**src/rtl/rf_pkg.sv**
```systemverilog
// Shared types and constants for the register-file write-side front end.
package rf_pkg;
    localparam int REG_AW = 5;
    localparam int XLEN   = 32;
    localparam logic [REG_AW-1:0] ZERO_REG = 5'd0;

    typedef struct packed {
        logic [REG_AW-1:0] rd;
        logic [XLEN-1:0]   data;
    } wb_req_t;
endpackage

```
**src/rtl/rf_write_arbiter_if.sv**
```systemverilog
// Producer, decode-hazard and register-file write-port signals of the write arbiter.
interface rf_write_arbiter_if #(parameter int DEPTH = 2);
    import rf_pkg::*;

    logic              alu_valid;
    logic              alu_ready;
    logic [REG_AW-1:0] alu_rd;
    logic [XLEN-1:0]   alu_data;
    logic              lsu_valid;
    logic              lsu_ready;
    logic [REG_AW-1:0] lsu_rd;
    logic [XLEN-1:0]   lsu_data;
    logic [REG_AW-1:0] a1;
    logic [REG_AW-1:0] a2;
    logic              hazard1;
    logic              hazard2;
    logic              WE3;
    logic [REG_AW-1:0] a3;
    logic [XLEN-1:0]   wd3;
    logic [$clog2(DEPTH):0] fifo_count;

    modport master (
        output alu_valid, alu_rd, alu_data, lsu_valid, lsu_rd, lsu_data, a1, a2,
        input  alu_ready, lsu_ready, hazard1, hazard2, WE3, a3, wd3, fifo_count
    );

    modport slave (
        input  alu_valid, alu_rd, alu_data, lsu_valid, lsu_rd, lsu_data, a1, a2,
        output alu_ready, lsu_ready, hazard1, hazard2, WE3, a3, wd3, fifo_count
    );
endinterface

```
**src/rtl/rf_wb_fifo.sv**
```systemverilog
// Load-result FIFO; exposes every slot's rd plus a valid mask for hazard compare.
module rf_wb_fifo
    import rf_pkg::*;
#(
    parameter int DEPTH = 2
) (
    input  logic                         clk,
    input  logic                         reset,
    input  logic                         push,
    input  wb_req_t                      push_req,
    input  logic                         pop,
    output logic [$clog2(DEPTH):0]       count,
    output wb_req_t                      head,
    output logic [DEPTH-1:0][REG_AW-1:0] entry_rd,
    output logic [DEPTH-1:0]             entry_vld
);
    localparam int PW = $clog2(DEPTH);
    localparam int CW = PW + 1;

    wb_req_t        mem_q [DEPTH];
    wb_req_t        mem_d [DEPTH];
    logic [PW-1:0]  wptr_q, wptr_d;
    logic [PW-1:0]  rptr_q, rptr_d;
    logic [CW-1:0]  count_q, count_d;
    logic [PW-1:0]  off [DEPTH];

    always_comb begin
        mem_d   = mem_q;
        wptr_d  = wptr_q;
        rptr_d  = rptr_q;
        count_d = count_q;
        if (push) begin
            mem_d[wptr_q] = push_req;
            wptr_d        = wptr_q + PW'(1);
        end
        if (pop) begin
            rptr_d = rptr_q + PW'(1);
        end
        case ({push, pop})
            2'b10:   count_d = count_q + CW'(1);
            2'b01:   count_d = count_q - CW'(1);
            default: count_d = count_q;
        endcase
    end

    always_ff @(posedge clk or posedge reset) begin
        if (reset) begin
            for (int i = 0; i < DEPTH; i++) begin
                mem_q[i] <= '0;
            end
            wptr_q  <= '0;
            rptr_q  <= '0;
            count_q <= '0;
        end else begin
            mem_q   <= mem_d;
            wptr_q  <= wptr_d;
            rptr_q  <= rptr_d;
            count_q <= count_d;
        end
    end

    // A slot is live when its distance from the read pointer is below the occupancy.
    always_comb begin
        for (int i = 0; i < DEPTH; i++) begin
            off[i]       = PW'(i) - rptr_q;
            entry_rd[i]  = mem_q[i].rd;
            entry_vld[i] = ({1'b0, off[i]} < count_q);
        end
    end

    assign count = count_q;
    assign head  = mem_q[rptr_q];
endmodule

```
**src/rtl/rf_write_arbiter.sv**
```systemverilog
// Merges ALU and load results onto the single register-file write port,
// with load starvation protection and read-after-write hazard flags.
module rf_write_arbiter
    import rf_pkg::*;
#(
    parameter int DEPTH        = 2,
    parameter int STARVE_LIMIT = 4
) (
    input logic               clk,
    input logic               reset,
    rf_write_arbiter_if.slave bus
);
    localparam int CW = $clog2(DEPTH) + 1;
    localparam int SW = $clog2(STARVE_LIMIT + 1);
    localparam logic [SW-1:0] STARVE_MAX = SW'(STARVE_LIMIT);

    logic [CW-1:0]                count;
    wb_req_t                      head;
    logic [DEPTH-1:0][REG_AW-1:0] entry_rd;
    logic [DEPTH-1:0]             entry_vld;

    wb_req_t       alu_req, lsu_req, out_q, out_d;
    logic          we_q, we_d;
    logic [SW-1:0] starve_q, starve_d;
    logic          fifo_empty, force_lsu, alu_win, pop, push, lsu_rdy;
    logic          hit1, hit2;

    rf_wb_fifo #(.DEPTH(DEPTH)) u_fifo (
        .clk       (clk),
        .reset     (reset),
        .push      (push),
        .push_req  (lsu_req),
        .pop       (pop),
        .count     (count),
        .head      (head),
        .entry_rd  (entry_rd),
        .entry_vld (entry_vld)
    );

    always_comb begin
        alu_req.rd   = bus.alu_rd;
        alu_req.data = bus.alu_data;
        lsu_req.rd   = bus.lsu_rd;
        lsu_req.data = bus.lsu_data;
        fifo_empty   = (count == '0);
        force_lsu    = !fifo_empty && (starve_q >= STARVE_MAX);
        alu_win      = bus.alu_valid && !force_lsu;
        pop          = !alu_win && !fifo_empty;
        lsu_rdy      = (count < CW'(DEPTH)) || pop;
        push         = bus.lsu_valid && lsu_rdy;
    end

    // x0 writes are consumed without touching a3/wd3.
    always_comb begin
        out_d = out_q;
        we_d  = 1'b0;
        if (alu_win) begin
            we_d = (alu_req.rd != ZERO_REG);
            if (we_d) out_d = alu_req;
        end else if (pop) begin
            we_d = (head.rd != ZERO_REG);
            if (we_d) out_d = head;
        end
    end

    always_comb begin
        if (fifo_empty || pop) begin
            starve_d = '0;
        end else if (starve_q < STARVE_MAX) begin
            starve_d = starve_q + SW'(1);
        end else begin
            starve_d = starve_q;
        end
    end

    always_ff @(posedge clk or posedge reset) begin
        if (reset) begin
            out_q    <= '0;
            we_q     <= 1'b0;
            starve_q <= '0;
        end else begin
            out_q    <= out_d;
            we_q     <= we_d;
            starve_q <= starve_d;
        end
    end

    always_comb begin
        hit1 = 1'b0;
        hit2 = 1'b0;
        for (int i = 0; i < DEPTH; i++) begin
            if (entry_vld[i] && entry_rd[i] == bus.a1) hit1 = 1'b1;
            if (entry_vld[i] && entry_rd[i] == bus.a2) hit2 = 1'b1;
        end
        if (we_q && out_q.rd == bus.a1) hit1 = 1'b1;
        if (we_q && out_q.rd == bus.a2) hit2 = 1'b1;
        if (alu_win && bus.alu_rd == bus.a1) hit1 = 1'b1;
        if (alu_win && bus.alu_rd == bus.a2) hit2 = 1'b1;
        if (push && bus.lsu_rd == bus.a1) hit1 = 1'b1;
        if (push && bus.lsu_rd == bus.a2) hit2 = 1'b1;
    end

    assign bus.alu_ready  = !force_lsu;
    assign bus.lsu_ready  = lsu_rdy;
    assign bus.hazard1    = hit1 && (bus.a1 != ZERO_REG) && !reset;
    assign bus.hazard2    = hit2 && (bus.a2 != ZERO_REG) && !reset;
    assign bus.WE3        = we_q;
    assign bus.a3         = out_q.rd;
    assign bus.wd3        = out_q.data;
    assign bus.fifo_count = count;
endmodule
```
**src/flat_wrapper.sv**
```systemverilog
// flat-port wrapper written by rule: the top's interface ports become plain ports
module rf_write_arbiter_flat import rf_pkg::*;
#(
    parameter int DEPTH        = 2,
    parameter int STARVE_LIMIT = 4
)
  (clk, reset, bus_alu_valid, bus_alu_rd, bus_alu_data, bus_lsu_valid, bus_lsu_rd, bus_lsu_data, bus_a1, bus_a2, bus_alu_ready, bus_lsu_ready, bus_hazard1, bus_hazard2, bus_WE3, bus_a3, bus_wd3, bus_fifo_count);
  rf_write_arbiter_if #(.DEPTH(DEPTH)) bus_i ();
  input logic clk;
  input logic reset;
  input wire logic [$bits(bus_i.alu_valid)-1:0] bus_alu_valid;
  input wire logic [$bits(bus_i.alu_rd)-1:0] bus_alu_rd;
  input wire logic [$bits(bus_i.alu_data)-1:0] bus_alu_data;
  input wire logic [$bits(bus_i.lsu_valid)-1:0] bus_lsu_valid;
  input wire logic [$bits(bus_i.lsu_rd)-1:0] bus_lsu_rd;
  input wire logic [$bits(bus_i.lsu_data)-1:0] bus_lsu_data;
  input wire logic [$bits(bus_i.a1)-1:0] bus_a1;
  input wire logic [$bits(bus_i.a2)-1:0] bus_a2;
  output wire logic [$bits(bus_i.alu_ready)-1:0] bus_alu_ready;
  output wire logic [$bits(bus_i.lsu_ready)-1:0] bus_lsu_ready;
  output wire logic [$bits(bus_i.hazard1)-1:0] bus_hazard1;
  output wire logic [$bits(bus_i.hazard2)-1:0] bus_hazard2;
  output wire logic [$bits(bus_i.WE3)-1:0] bus_WE3;
  output wire logic [$bits(bus_i.a3)-1:0] bus_a3;
  output wire logic [$bits(bus_i.wd3)-1:0] bus_wd3;
  output wire logic [$bits(bus_i.fifo_count)-1:0] bus_fifo_count;
  assign bus_i.alu_valid = bus_alu_valid;
  assign bus_i.alu_rd = bus_alu_rd;
  assign bus_i.alu_data = bus_alu_data;
  assign bus_i.lsu_valid = bus_lsu_valid;
  assign bus_i.lsu_rd = bus_lsu_rd;
  assign bus_i.lsu_data = bus_lsu_data;
  assign bus_i.a1 = bus_a1;
  assign bus_i.a2 = bus_a2;
  assign bus_alu_ready = bus_i.alu_ready;
  assign bus_lsu_ready = bus_i.lsu_ready;
  assign bus_hazard1 = bus_i.hazard1;
  assign bus_hazard2 = bus_i.hazard2;
  assign bus_WE3 = bus_i.WE3;
  assign bus_a3 = bus_i.a3;
  assign bus_wd3 = bus_i.wd3;
  assign bus_fifo_count = bus_i.fifo_count;
  rf_write_arbiter #(.DEPTH(DEPTH), .STARVE_LIMIT(STARVE_LIMIT)) u_core (.clk(clk), .reset(reset), .bus(bus_i));
endmodule
```
**config.mk**
```make
export PLATFORM = sky130hd
export DESIGN_NAME = rf_write_arbiter_flat
export DESIGN_NICKNAME = d
export VERILOG_FILES = /design/src/rtl/rf_pkg.sv /design/src/rtl/rf_write_arbiter_if.sv /design/src/rtl/rf_wb_fifo.sv /design/src/rtl/rf_write_arbiter.sv /design/src/flat_wrapper.sv
export SDC_FILE = /design/constraint.sdc
export NUM_CORES = 1
export LEC_CHECK = 0
export ABC_AREA = 1
export CORE_ASPECT_RATIO = 0.5
export CORE_MARGIN = 2
export CORE_UTILIZATION = 25
export DETAILED_ROUTE_END_ITERATION = 6
export DONT_BUFFER_PORTS = 1
export PLACE_DENSITY_LB_ADDON = 0.2
export SYNTH_ARGS = -nofsm -noshare
export SYNTH_HDL_FRONTEND = slang
export SYNTH_HIERARCHICAL = 1
export SYNTH_SLANG_ARGS = --single-unit
```
**constraint.sdc**
```tcl
create_clock -name clk -period 3.1 [get_ports clk]
set_input_delay 0.775 -clock clk [delete_from_list [all_inputs] [get_ports clk]]
set_output_delay 0.775 -clock clk [all_outputs]
set_load 0.02 [all_outputs]
```
==> flow_summary.json, run 1 <==
{
  "ys.flop_type": "dfrtp_1",
  "grt_usage": 0.151,
  "drive_above_1_share": 0.0867,
  "status": "complete, no violations",
  "drt-initial-drc-count": 403,
  "cts_buffers": 17,
  "fin_crit_ns": 2.83,
  "htreeDepth": 4,
  "dp_hpwl_mm": 13.7,
  "ys_async_sr_fraction": 1.00,
  "endpoint_kind": "primary output",
  "rsz0062_at_grt": "no",
  "synth_top_cells_by_area": "dfrtp_1 (45%), nand2_1 (25%), o21ai_0 (4.5%)",
  "p_per_area_nw_per_um2": 1040,
  "path_delay_family": "flip-flops",
  "first_pass_iters": 4,
  "yosysTopAreaCell": "dfrtp_1",
  "syn_inst": 923,
  "fmax_mhz": 354,
  "fin_ws_ns": 0.273,
  "total_power_w": 0.00767,
  "flow.area_growth_from_synthesis_pct": 12.1,
  "antenna_found_initial": 0,
  "fin_skew_ns": 0.00565,
  "cts.clk_slew.worst_paths_ns": 0.05,
  "holdBufCountCts": 0,
  "yosys_warnings": 6,
  "synth_edf_count": 0,
  "num_io_pins": 132,
  "worst_pin_slew_ns": 0.813,
  "grt_max_degree": 75,
  "num_rows": 41,
  "yosysMostFrequentCell": "nand2_1",
  "worstSetupPathType": "flip-flop to primary output",
  "synth_cell_types": 29,
  "max-cap-violations": 0,
  "fin_setup_tns_ns": 0,
  "syn_avg_cell_area_um2": 7.12,
  "final_max_slew_viol_count": 0,
  "insertion_delay_ns": 0.43,
  "slew_headroom": 0.457,
  "fp.dieH_um": 119,
  "pre_cts_ws_ns": 0.435,
  "nFillCells": 2792,
  "num_antenna_cells": 0,
  "initial_core_util": 0.258,
  "hold_violations": 0,
  "clock_path_buffers": 2,
  "grt_pass1_vias": 5363,
  "wirelength_mm": 19.8,
  "synth_fp_nets": 1013,
  "ys_seq_area_frac": 0.453,
  "fin_nets": 988,
  "crit_fanout": 5,
  "chipWidth_um": 233,
  "period_share": 0.912,
  "ant_nets": 0,
  "gp_congestion": 0.881,
  "grt_remaining_overflow": 0,
  "cts_resized": 0,
  "cp-start-kind": "flip-flop",
  "grt_pass1_wl_mm": 31.4,
  "netlist_top_cells_count": "nand2_1 (444), dfrtp_1 (119), inv_1 (75)",
  "drc": 0,
  "portBuffers": 0,
  "post-cts-setup-buffer-count": 0,
  "setup_viol": 0,
  "cts_root_buf": "clkbuf_16",
  "dieArea_um2": 27700,
  "via_per_inst": 4.37,
  "cts_tree": "yes",
  "cp.arrival_ns": 2.05,
  "synth-seq-cells": 119,
  "irDropWorstVdd_mv": 0.433,
  "wl_per_cell_um": 15.8,
  "path_cells": "inv_1, o21ai_0, nand2_1, a21oi_1, nand3_1, nand2_1, nor2_1, nor2_1, buf_4",
  "vias": 5479,
  "p_leak_nw": 3.94,
  "hold_class": "input pin to async pin",
  "cts_sinks": 119,
  "final_core_util": 0.289,
  "crit_required_ns": 2.32,
  "slowest_delay_ns": 0.54,
  "synth_top_area_frac": 0.453,
  "coreArea_um2": 25500,
  "cp_num_buf_inv": 2,
  "syn_area_um2": 6570,
  "crit_slowest_cell": "dfrtp_1"
}
==> per-layer routing <==
| layer | track usage | part of all wire | vias up |
|---|---|---|---|
| met4 | 0.0402 | 0.010 | 0 |
| met1 | 0.186 | 0.44 | 2583 |
| met2 | 0.252 | 0.49 | 106 |
| met3 | 0.0487 | 0.061 | 17 |
| li1 | - | - | 2773 |
| met5 | 0 | 0 | - |
==> registers in the layout, indices dropped and copies added (netlist names) <==
| signal | cells |
|---|---|
| u_core/u_fifo/rptr_q | 1 |
| u_core/starve_q | 3 |
| u_core/bus.a3 | 5 |
| u_core/u_fifo/count | 2 |
| u_core/bus.WE3 | 1 |
| u_core/u_fifo/mem_q | 64 |
| u_core/u_fifo/wptr_q | 1 |
| u_core/u_fifo/entry_rd | 10 |
| u_core/bus.wd3 | 32 |
==> cell type report <==
class	instances	area (um^2)	area share
flip-flops and latches	119	2980	0.404
multi-input cells	662	2920	0.396
clock buffers	25	495	0.0673
well taps	344	430	0.0584
inverters	83	315	0.0428
repair buffers	15	138	0.0187
clock inverters	7	92.6	0.0126
==> report_power, final <==
group	switching [W]	internal [W]	leakage, nW
logic	0.00166	0.000864	2.16
registers	0.000851	0.00230	1.48
clock network	0.000726	0.00127	0.291
==> placed cells by master, fill, tap and decap left out, types with 2 or more instances in the layout <==
cell type and n:
nand4_1 3, clkinv_2 4, clkinv_1 3, dfrtp_1 119
nand2_1 443, nand2_2 3, bufinv_16 2, clkbuf_8 4
nor2_1 41, nand2_4 2, xor2_1 14, nand3_1 45
ha_1 2, xnor2_1 6, buf_4 13, inv_2 5
o21ai_1 15, inv_1 73, a21oi_1 3, clkbuf_16 17
o21ai_2 20, clkinv_4 2, clkbuf_1 4, buf_12 2
o21ai_0 59
==> kinds of logic after synthesis <==
| family | count (synthesis) | share of synthesized area |
|---|---|---|
| xor gates and xnor gates | 20 | 0.0267 |
| adders and majority gates | 2 | 0.00381 |
| AOI/OAI and AO/OA | 100 | 0.0903 |
| and+or+nand+nor | 540 | 0.323 |
| DFF | 119 | 0.453 |
| buffers and inverters | 142 | 0.103 |
==> per-stage QoR <==
step | instance area (um^2) | cells | hold WS, ns
CTS | 7360 | 1255 | 0.141
global placement | 6780 | 1223 | 0.424
detailed placement | 6780 | 1223 | 0.441
finish | 7360 | 1255 | 0.166
global route | 7360 | 1255 | 0.149
floorplan | 6570 | 923 | 0.410
==> worst paths after layout <==
path,slack (ns),endpoint,start,cells after the start
min in group clk,0.44,u_core/starve_q[0]$_DFFE_PP0P_,u_core/starve_q[0]$_DFFE_PP0P_,1
max in group asynchronous,1.98,u_core/u_fifo/mem_q[49]$_DFFE_PP0P_,reset,2
max,0.27,bus_hazard2,u_core/u_fifo/count[1]$_DFFE_PP0P_,9
min,0.17,u_core/bus.a3[0]$_DFFE_PP0P_,reset,1
min reg2reg,0.44,u_core/starve_q[0]$_DFFE_PP0P_,u_core/starve_q[0]$_DFFE_PP0P_,1
max reg2reg,0.93,u_core/bus.a3[0]$_DFFE_PP0P_,u_core/u_fifo/count[1]$_DFFE_PP0P_,9
(Power assumes the default switching activity.)
==> run 2, diff against run 1 <==
--- a/config.mk
+++ b/config.mk
@@ -11,6 +11,8 @@
 export CORE_UTILIZATION = 25
 export DETAILED_ROUTE_END_ITERATION = 6
 export DONT_BUFFER_PORTS = 1
+export GPL_TIMING_DRIVEN = 0
+export HOLD_SLACK_MARGIN = 0.1
 export PLACE_DENSITY_LB_ADDON = 0.2
 export SYNTH_ARGS = -nofsm -noshare
 export SYNTH_HDL_FRONTEND = slang
==> run 2 against run 1 <==
  * Sequential cell count did not move
  * Clock skew rose by 0.0049 ns
  * Utilization rose by 1.2 points
  * Global-route usage rose by 0.66 points
  * Wire length rose by 6.7%
  * Die area did not move
  * Worst setup slack got worse by 0.093 ns
  * Clock power rose by 3%
  * Combinational power rose by 12%
  * Non-clock buffer count rose by 46
  * Register-to-register slack got worse by 0.10 ns
  * Clock-buffer cell count fell by 4
==> flow_summary.json, run 2 (synthesis gave the netlist of run 1 again) <==
{
  "setup_viol": 0,
  "drt-initial-drc-count": 348,
  "period_share": 0.942,
  "p_comb_frac": 0.353,
  "p_sw_w": 0.00340,
  "vias": 5780,
  "irDropWorstVdd_mv": 0.422,
  "holdBufCountCts": 0,
  "drc": 0,
  "p_per_area_nw_per_um2": 1050,
  "cts_tree": "yes",
  "fin_crit_ns": 2.92,
  "placed_cell_area_um2": 7050,
  "clkPwrFrac": 0.255,
  "cts_sinks": 119,
  "fin_skew_ns": 0.0105,
  "grt_pass1_vias": 5744,
  "final_max_slew_viol_count": 0,
  "chipWidth_um": 233,
  "post-cts-setup-buffer-count": 0,
  "num_io_pins": 132,
  "cts_buffers": 17,
  "worst_pin_slew_ns": 0.652,
  "flow.area_growth_from_synthesis_pct": 16.8,
  "clock_path_buffers": 2,
  "pwr-share-seq": 0.392,
  "fin_nets": 1034,
  "grt_max_degree": 70,
  "crit_fanout": 5,
  "swShare": 0.424,
  "ant_nets": 0,
  "portBuffers": 0,
  "first_pass_iters": 7,
  "cp-start-kind": "flip-flop",
  "via_per_inst": 4.44,
  "final_core_util": 0.301,
  "hold_ws_ns": 0.132,
  "dp_hpwl_mm": 16.0,
  "worstSetupPathType": "flip-flop to primary output",
  "antenna_found_initial": 0,
  "fin_setup_tns_ns": 0,
  "fmax_mhz": 343,
  "status": "complete, no violations",
  "largest_reg_flops": 64,
  "wl_per_cell_um": 16.3,
  "rsz0062_at_grt": "no",
  "grt_usage": 0.157,
  "endpoint_kind": "primary output",
  "max-cap-violations": 0,
  "insertion_delay_ns": 0.41,
  "gp_congestion": 0.857,
  "num_antenna_cells": 0,
  "slew_headroom": 0.565,
  "p_leak_nw": 4.11,
  "cp.arrival_ns": 2.14,
  "layout_common_cells": "nand2_1 (444), dfrtp_1 (119), inv_1 (73)",
  "coreArea_um2": 25500,
  "cts_root_buf": "clkbuf_16",
  "crit_required_ns": 2.32,
  "num_rows": 41,
  "grt_pass1_wl_mm": 33.1,
  "top_register": "u_core/u_fifo/mem_q",
  "fp.dieH_um": 119,
  "dieArea_um2": 27700,
  "fin_area_um2": 7670,
  "hold_class": "input pin to async pin",
  "initial_core_util": 0.258,
  "cts.clk_slew.worst_paths_ns": 0.06,
  "wirelength_mm": 21.1,
  "power.internal_w": 0.00463,
  "grt_remaining_overflow": 0,
  "reg2reg_depth": 12,
  "hold_violations": 0,
  "htreeDepth": 4,
  "drive_above_1_share": 0.127,
  "layout_commonest_cell": "nand2_1"
}
==> run 2: path summary, 6_finish.rpt <==
| check | end | slack, ns | start |
|---|---|---|---|
| worst min register to register | u_core/starve_q[0]$_DFFE_PP0P_ | 0.44 | u_core/starve_q[0]$_DFFE_PP0P_ |
| worst max register to register | u_core/bus.wd3[12]$_DFFE_PP0P_ | 0.83 | u_core/u_fifo/rptr_q$_DFFE_PP0P_ |
| worst min-delay path | u_core/u_fifo/mem_q[13]$_DFFE_PP0P_ | 0.13 | reset |
| worst max-delay path | bus_hazard2 | 0.18 | u_core/u_fifo/count[0]$_DFFE_PP0P_ |
| min in group clk | u_core/starve_q[0]$_DFFE_PP0P_ | 0.44 | u_core/starve_q[0]$_DFFE_PP0P_ |
| max in group asynchronous | u_core/u_fifo/entry_rd[1]$_DFFE_PP0P_ | 2.37 | reset |
==> run 2: stage by stage <==
step / power, W / worst slack (ns) / std cells
2_1_floorplan: 0.00513 / 0.103 / 923
3_3_place_gp: 0.00598 / -0.659 / 1267
3_5_place_dp: 0.00603 / 0.320 / 1269
4_1_cts: 0.00811 / 0.00258 / 1301
5_1_grt: 0.00868 / 0.00322 / 1301
6_report: 0.00803 / 0.181 / 1301
==> run 2: layout make-up <==
type / count / area (um^2)
Multi-Input combinational cell: 662 / 2920
Fill cell: 2774 / 17800
Clock inverter: 11 / 148
Tap cell: 344 / 430
Inverter: 83 / 317
Clock buffer: 21 / 470
Buffer: 59 / 363
Timing Repair Buffer: 2 / 47.5
Sequential cell: 119 / 2980
==> run 2: power by group through the flow <==
stage / clock [W] / combinational (W) / sequential [W]
3_3_place_gp: 0 / 0.00281 / 0.00316
2_1_floorplan: 0 / 0.00212 / 0.00300
4_1_cts: 0.00209 / 0.00287 / 0.00316
6_report: 0.00205 / 0.00284 / 0.00315
3_5_place_dp: 0 / 0.00285 / 0.00317
5_1_grt: 0.00216 / 0.00327 / 0.00325
==> run 2: repair_timing <==
item | 4_1_cts | 5_1_grt
endpoints found under the setup margin | 1 | 2
cloned | 0 | 0
gates resized for setup | 1 | 2
==> run 2: metal layers <==
layer  up-vias  track usage  routed length (um)
met5         -            0                   0
met4         0       0.0354                 269
met3        19       0.0444                1180
met2       129        0.254                9950
met1      2766        0.208                9750
li1       2866            -                   -
==> run 2: worst max-delay path: stages (launching register included) <==
cell and delay [ns]:
dfrtp_1 0.58, inv_1 0.12, o21ai_0 0.32, nand2_1 0.09, a21oi_1 0.16, nand3_1 0.10
nand2_1 0.07, nor2_1 0.05, nor2_2 0.23
